===== src/rtl/rv_mini_core.sv =====
// Single-cycle RV32 core for ADDI/ADD/BEQ/JAL: PC, immediate generator, 32x32 register file, ALU, control.
// Optional build macro RV_MINI_ILLEGAL_TRAP_EN: flag unsupported encodings and hold the PC on them.
module rv_mini_core #(
  parameter int DATA_WIDTH = 32,
  parameter int DIR_WIDTH  = 5
) (
  input  logic                  clk,
  input  logic                  arst_n,
  input  logic [DATA_WIDTH-1:0] instruction,
  output logic [DATA_WIDTH-1:0] pc,
  output logic [DATA_WIDTH-1:0] alu_result,
  output logic                  rf_we,
  output logic [DIR_WIDTH-1:0]  rf_waddr,
  output logic [DATA_WIDTH-1:0] rf_wdata,
  output logic                  illegal_instr
);

  localparam int NREG = 1 << DIR_WIDTH;
  localparam logic [6:0] OP_ADDI = 7'b0010011;
  localparam logic [6:0] OP_ADD  = 7'b0110011;
  localparam logic [6:0] OP_BEQ  = 7'b1100011;
  localparam logic [6:0] OP_JAL  = 7'b1101111;

  logic [6:0]           opcode;
  logic [6:0]           funct7;
  logic [2:0]           funct3;
  logic [DIR_WIDTH-1:0] rd, rs1, rs2;

  assign opcode = instruction[6:0];
  assign rd     = instruction[7 +: DIR_WIDTH];
  assign funct3 = instruction[14:12];
  assign rs1    = instruction[15 +: DIR_WIDTH];
  assign rs2    = instruction[20 +: DIR_WIDTH];
  assign funct7 = instruction[31:25];

  logic signed [DATA_WIDTH-1:0] imm_i, imm_b, imm_j;

  assign imm_i = {{(DATA_WIDTH-12){instruction[31]}}, instruction[31:20]};
  assign imm_b = {{(DATA_WIDTH-13){instruction[31]}}, instruction[31], instruction[7],
                  instruction[30:25], instruction[11:8], 1'b0};
  assign imm_j = {{(DATA_WIDTH-21){instruction[31]}}, instruction[31], instruction[19:12],
                  instruction[20], instruction[30:21], 1'b0};

  logic is_addi, is_add, is_beq, is_jal;

  always_comb begin
    is_addi = 1'b0;
    is_add  = 1'b0;
    is_beq  = 1'b0;
    is_jal  = 1'b0;
    case (opcode)
      OP_ADDI: is_addi = (funct3 == 3'b000);
      OP_ADD:  is_add  = (funct3 == 3'b000) && (funct7 == 7'b0000000);
      OP_BEQ:  is_beq  = (funct3 == 3'b000);
      OP_JAL:  is_jal  = 1'b1;
      default: ;
    endcase
  end

  logic [DATA_WIDTH-1:0] rf_q [NREG];
  logic [DATA_WIDTH-1:0] rs1_val, rs2_val, op2;

  // x0 is hardwired: its storage is never written, but the read mux makes that explicit.
  assign rs1_val = (rs1 == '0) ? '0 : rf_q[rs1];
  assign rs2_val = (rs2 == '0) ? '0 : rf_q[rs2];

  always_comb begin
    op2 = imm_i;
    if (is_add)      op2 = rs2_val;
    else if (is_beq) op2 = imm_b;
    else if (is_jal) op2 = imm_j;
  end

  assign alu_result = rs1_val + op2;

  logic [DATA_WIDTH-1:0] pc_q, pc_d, pc_plus4;
  logic                  br_taken;

  assign pc       = pc_q;
  assign pc_plus4 = pc_q + DATA_WIDTH'(4);
  assign br_taken = is_beq && (rs1_val == rs2_val);

  always_comb begin
    pc_d = pc_plus4;
    if (is_jal)        pc_d = pc_q + imm_j;
    else if (br_taken) pc_d = pc_q + imm_b;
`ifdef RV_MINI_ILLEGAL_TRAP_EN
    if (!(is_addi || is_add || is_beq || is_jal)) pc_d = pc_q;
`endif
  end

`ifdef RV_MINI_ILLEGAL_TRAP_EN
  assign illegal_instr = arst_n & ~(is_addi | is_add | is_beq | is_jal);
`else
  assign illegal_instr = 1'b0;
`endif

  assign rf_we    = is_addi | is_add | is_jal;
  assign rf_waddr = rd;
  assign rf_wdata = is_jal ? pc_plus4 : alu_result;

  always_ff @(posedge clk or negedge arst_n) begin
    if (!arst_n) begin
      pc_q <= '0;
    end else begin
      pc_q <= pc_d;
    end
  end

  // Reads above see the pre-edge contents, so a same-cycle read of rd returns the old value.
  always_ff @(posedge clk or negedge arst_n) begin
    if (!arst_n) begin
      for (int i = 0; i < NREG; i++) rf_q[i] <= '0;
    end else if (rf_we && (rd != '0)) begin
      rf_q[rd] <= rf_wdata;
    end
  end

endmodule


===== config.mk =====
export PLATFORM = sky130hd
export DESIGN_NAME = rv_mini_core
export DESIGN_NICKNAME = d
export VERILOG_FILES = /design/src/rtl/rv_mini_core.sv
export SDC_FILE = /design/constraint.sdc
export NUM_CORES = 2
export LEC_CHECK = 0
export BUFFER_PORTS_ARGS = -buffer_cell sky130_fd_sc_hd__buf_2
export CORE_AREA = 2 2 347 349
export DETAILED_ROUTE_END_ITERATION = 16
export DIE_AREA = 0 0 349 351
export PLACE_DENSITY = 0.69
export SLEW_MARGIN = 20
export SYNTH_ARGS = -nofsm -noshare
export SYNTH_HDL_FRONTEND = slang
export SYNTH_SLANG_ARGS = --single-unit

===== constraint.sdc =====
create_clock -name clk -period 10.9 [get_ports clk]
set_input_delay 0.545 -clock clk [delete_from_list [all_inputs] [get_ports clk]]
set_output_delay 0.545 -clock clk [all_outputs]
set_load 0.02 [all_outputs]

==> reports/qor.yml <==
status: "complete, no violations"
synth.avg_cell_area_um2: 10.7
cts_tree: "done"
grt_first_pass_wirelength_mm: 296
ant_nets: 0
power_density_nw_per_um2: 157
routabilityCongestion: 0.954
synth_ff_type: "dfrtp_1"
netlist_area_um2: 58900
hold_violations: 0
crit_path_start_kind: "input port"
hold_class: "input port to flop"
area_delta_synth_final_pct: 9.44
start_util_pct: 49.5
io_pins: 137
seq_area_frac_synth_pct: 44.8
min_from: "instruction[8]"
syn_inst: 5511
synth_top_area_share_pct: 44.8
io_buffers: 134
worstSkewPairLatency_ns: 0.76
fp-row-count: 127
num_vias: 46200
p_leak_nw: 27.9
fin_crit_sh_pct: 71.1
cts_sinks: 1055
max_freq_mhz: 129
drt_pass1_iterations: 9
grt_max_degree: 165
clockBufferDepth: 3
fin_nets: 5415
grt_pass1_vias: 45600
post_cts_buffers: 0
crit_arrival_ns: 7.20
synth_edf_count: 0
globalRouteOverflowTotal: 0
die_h_um: 351
r2r_cells: 16
cts_buffers: 109
grt_usage_pct: 32.7
wl_mm: 198
slew_viol_final: 0
end_kind: "primary output"
min_period_ns: 7.75
cts_root_buf: "clkbuf_16"
cap_violations: 0
dieArea_um2: 122000
synthTopCellsByCount: "nand2_1 (1112), dfrtp_1 (1055), o21ai_0 (1024)"
async_reset_ff_share_pct: 100
fillers: 10200
path_max_fanout: 70
wire_per_inst_um: 28.5
rsz0062_at_grt: "false"
synth_warnings: 0
cts_hold_buf: 1
cts_resized: 0
drive_gt1_share_pct: 20.2
criticalPathCategory: "input port to primary output"
finalClockSkew_ns: 0.0370
power_mw: 10.1
synth_seq_cells: 1055
max_slew_margin_pct: 18.8
reg2reg_from: "rf_q[8]"
synth_most_common_cell: "nand2_1"
dp_hpwl_mm: 112
synth.area.top_cells: "dfrtp_1 (45%), mux4_2 (20%), o21ai_0 (8.7%)"
setup_viol: 0
required_ns: 10.36
drtIter0Drc: 5617
synth_area_leader_cell: "dfrtp_1"
worstMarginPinSlew_ns: 1.21
tns_ns: 0
die_w_um: 349
crit_path_start: "instruction[20]"
clk_pin_slew_ns: 0.06
synth_cell_types: 75
hold_depth: 4
core_um2: 119000
ir_drop_mv: 0.145
antenna_found_initial: 2
h-tree-depth: 3
drcViolationCount: 0
routed_via_density: 6.65
cell usage in the layout (no fill, tap or decap), drive strengths merged, types with 7 or more instances in the layout:
cell type / count
nand2: 1112
dfrtp: 1055
o21ai: 1033
mux4: 535
buf: 220
a21oi: 169
clkbuf: 154
mux2i: 103
nor2: 102
inv: 94
ha: 75
a22oi: 70
o22ai: 65
xor2: 59
nand3: 55
xnor2: 46
mux2: 45
a21o: 38
a211oi: 31
clkinv: 30
o21bai: 26
nor3: 26
nor2b: 23
and3: 18
and2: 15
a31oi: 14
bufinv: 14
nor4: 13
or3: 13
nand2b: 12
nand4: 10
o21a: 10
or2: 9
a2111oi: 8
a221oi: 7
o211ai: 7
flip-flops by register name, summed over array words and instances, names as in the netlist:
name / cells
pc: 31
rf_q: 1024
worst paths after layout:
path,endpoint,slack (ns)
max in group asynchronous,rf_q[812],7.93
min,pc[1],0.33
min in group asynchronous,rf_q[215],0.44
max reg2reg,rf_q[795],5.27
max,rf_wdata[31],3.15
min reg2reg,rf_q[999],0.40
routing by layer:
layer  part of all wire [%]  wire length [µm]  GRT usage (%)
met1                     37             74300           43.0
met2                     45             89600           50.2
met3                     12             23700           8.81
met4                    5.5             10800           16.6
met5                      0                 0              0
power breakdown:
group	switching [mW]	internal (mW)	leakage (nW)
Sequential	0.106	4.00	14.6
Clock	1.70	2.42	1.96
Combinational	1.31	0.603	11.3
Total	3.12	7.02	27.9
critical path: stages:
cell	delay (ns)
buf_8	0.59
buf_4	0.72
mux4_2	0.58
mux4_2	0.50
a21oi_1	0.48
o21ai_0	0.16
ha_1	0.37
a21oi_1	0.10
o21ai_0	0.32
a31oi_1	0.33
nor4_1	0.65
o2111ai_1	0.28
and4_1	0.22
or3_1	0.38
o211ai_1	0.13
o21a_1	0.14
buf_4	0.35
buf_2	0.24
cell families (layout without fill, tap and decap cells):
logic type	after synthesis	count (layout)	synth area share [%]
AOI/OAI and AO/OA	1523	1523	14.3
and+or+nand+nor	1434	1434	10.0
DFF	1055	1055	44.8
muxes	683	683	23.1
buffers and inverters	632	518	4.43
xor gates and xnor gates	105	105	1.56
adders and majority gates	78	78	1.70
other	1	4	0.00637
through the flow:
stage                     cells  instance area [µm²]  utilization, %  hold WS, ns  setup slack, ns
after CTS                  6946                64400            54.1        0.292             3.28
after global routing       6946                64400            54.1        0.363             2.82
after global placement     6738                60400            50.8        0.361             3.27
final                      6948                64400            54.1        0.326             3.15
after floorplan            5512                58900               -        0.249             4.65
after detailed placement   6739                60400            50.8        0.371             3.28
layout make-up:
class                           count  area, µm²  area share (%)
Antenna cell                        2       5.00         0.00777
Clock buffer                      154       3260            5.06
Clock inverter                     52        711            1.10
Inverter                           91        347           0.538
Multi-Input combinational cell   3825      30300            47.0
Sequential cell                  1055      26400            41.0
Tap cell                         1548       1940            3.01
Timing Repair Buffer              221       1470            2.28
(Power assumes the default switching activity.)
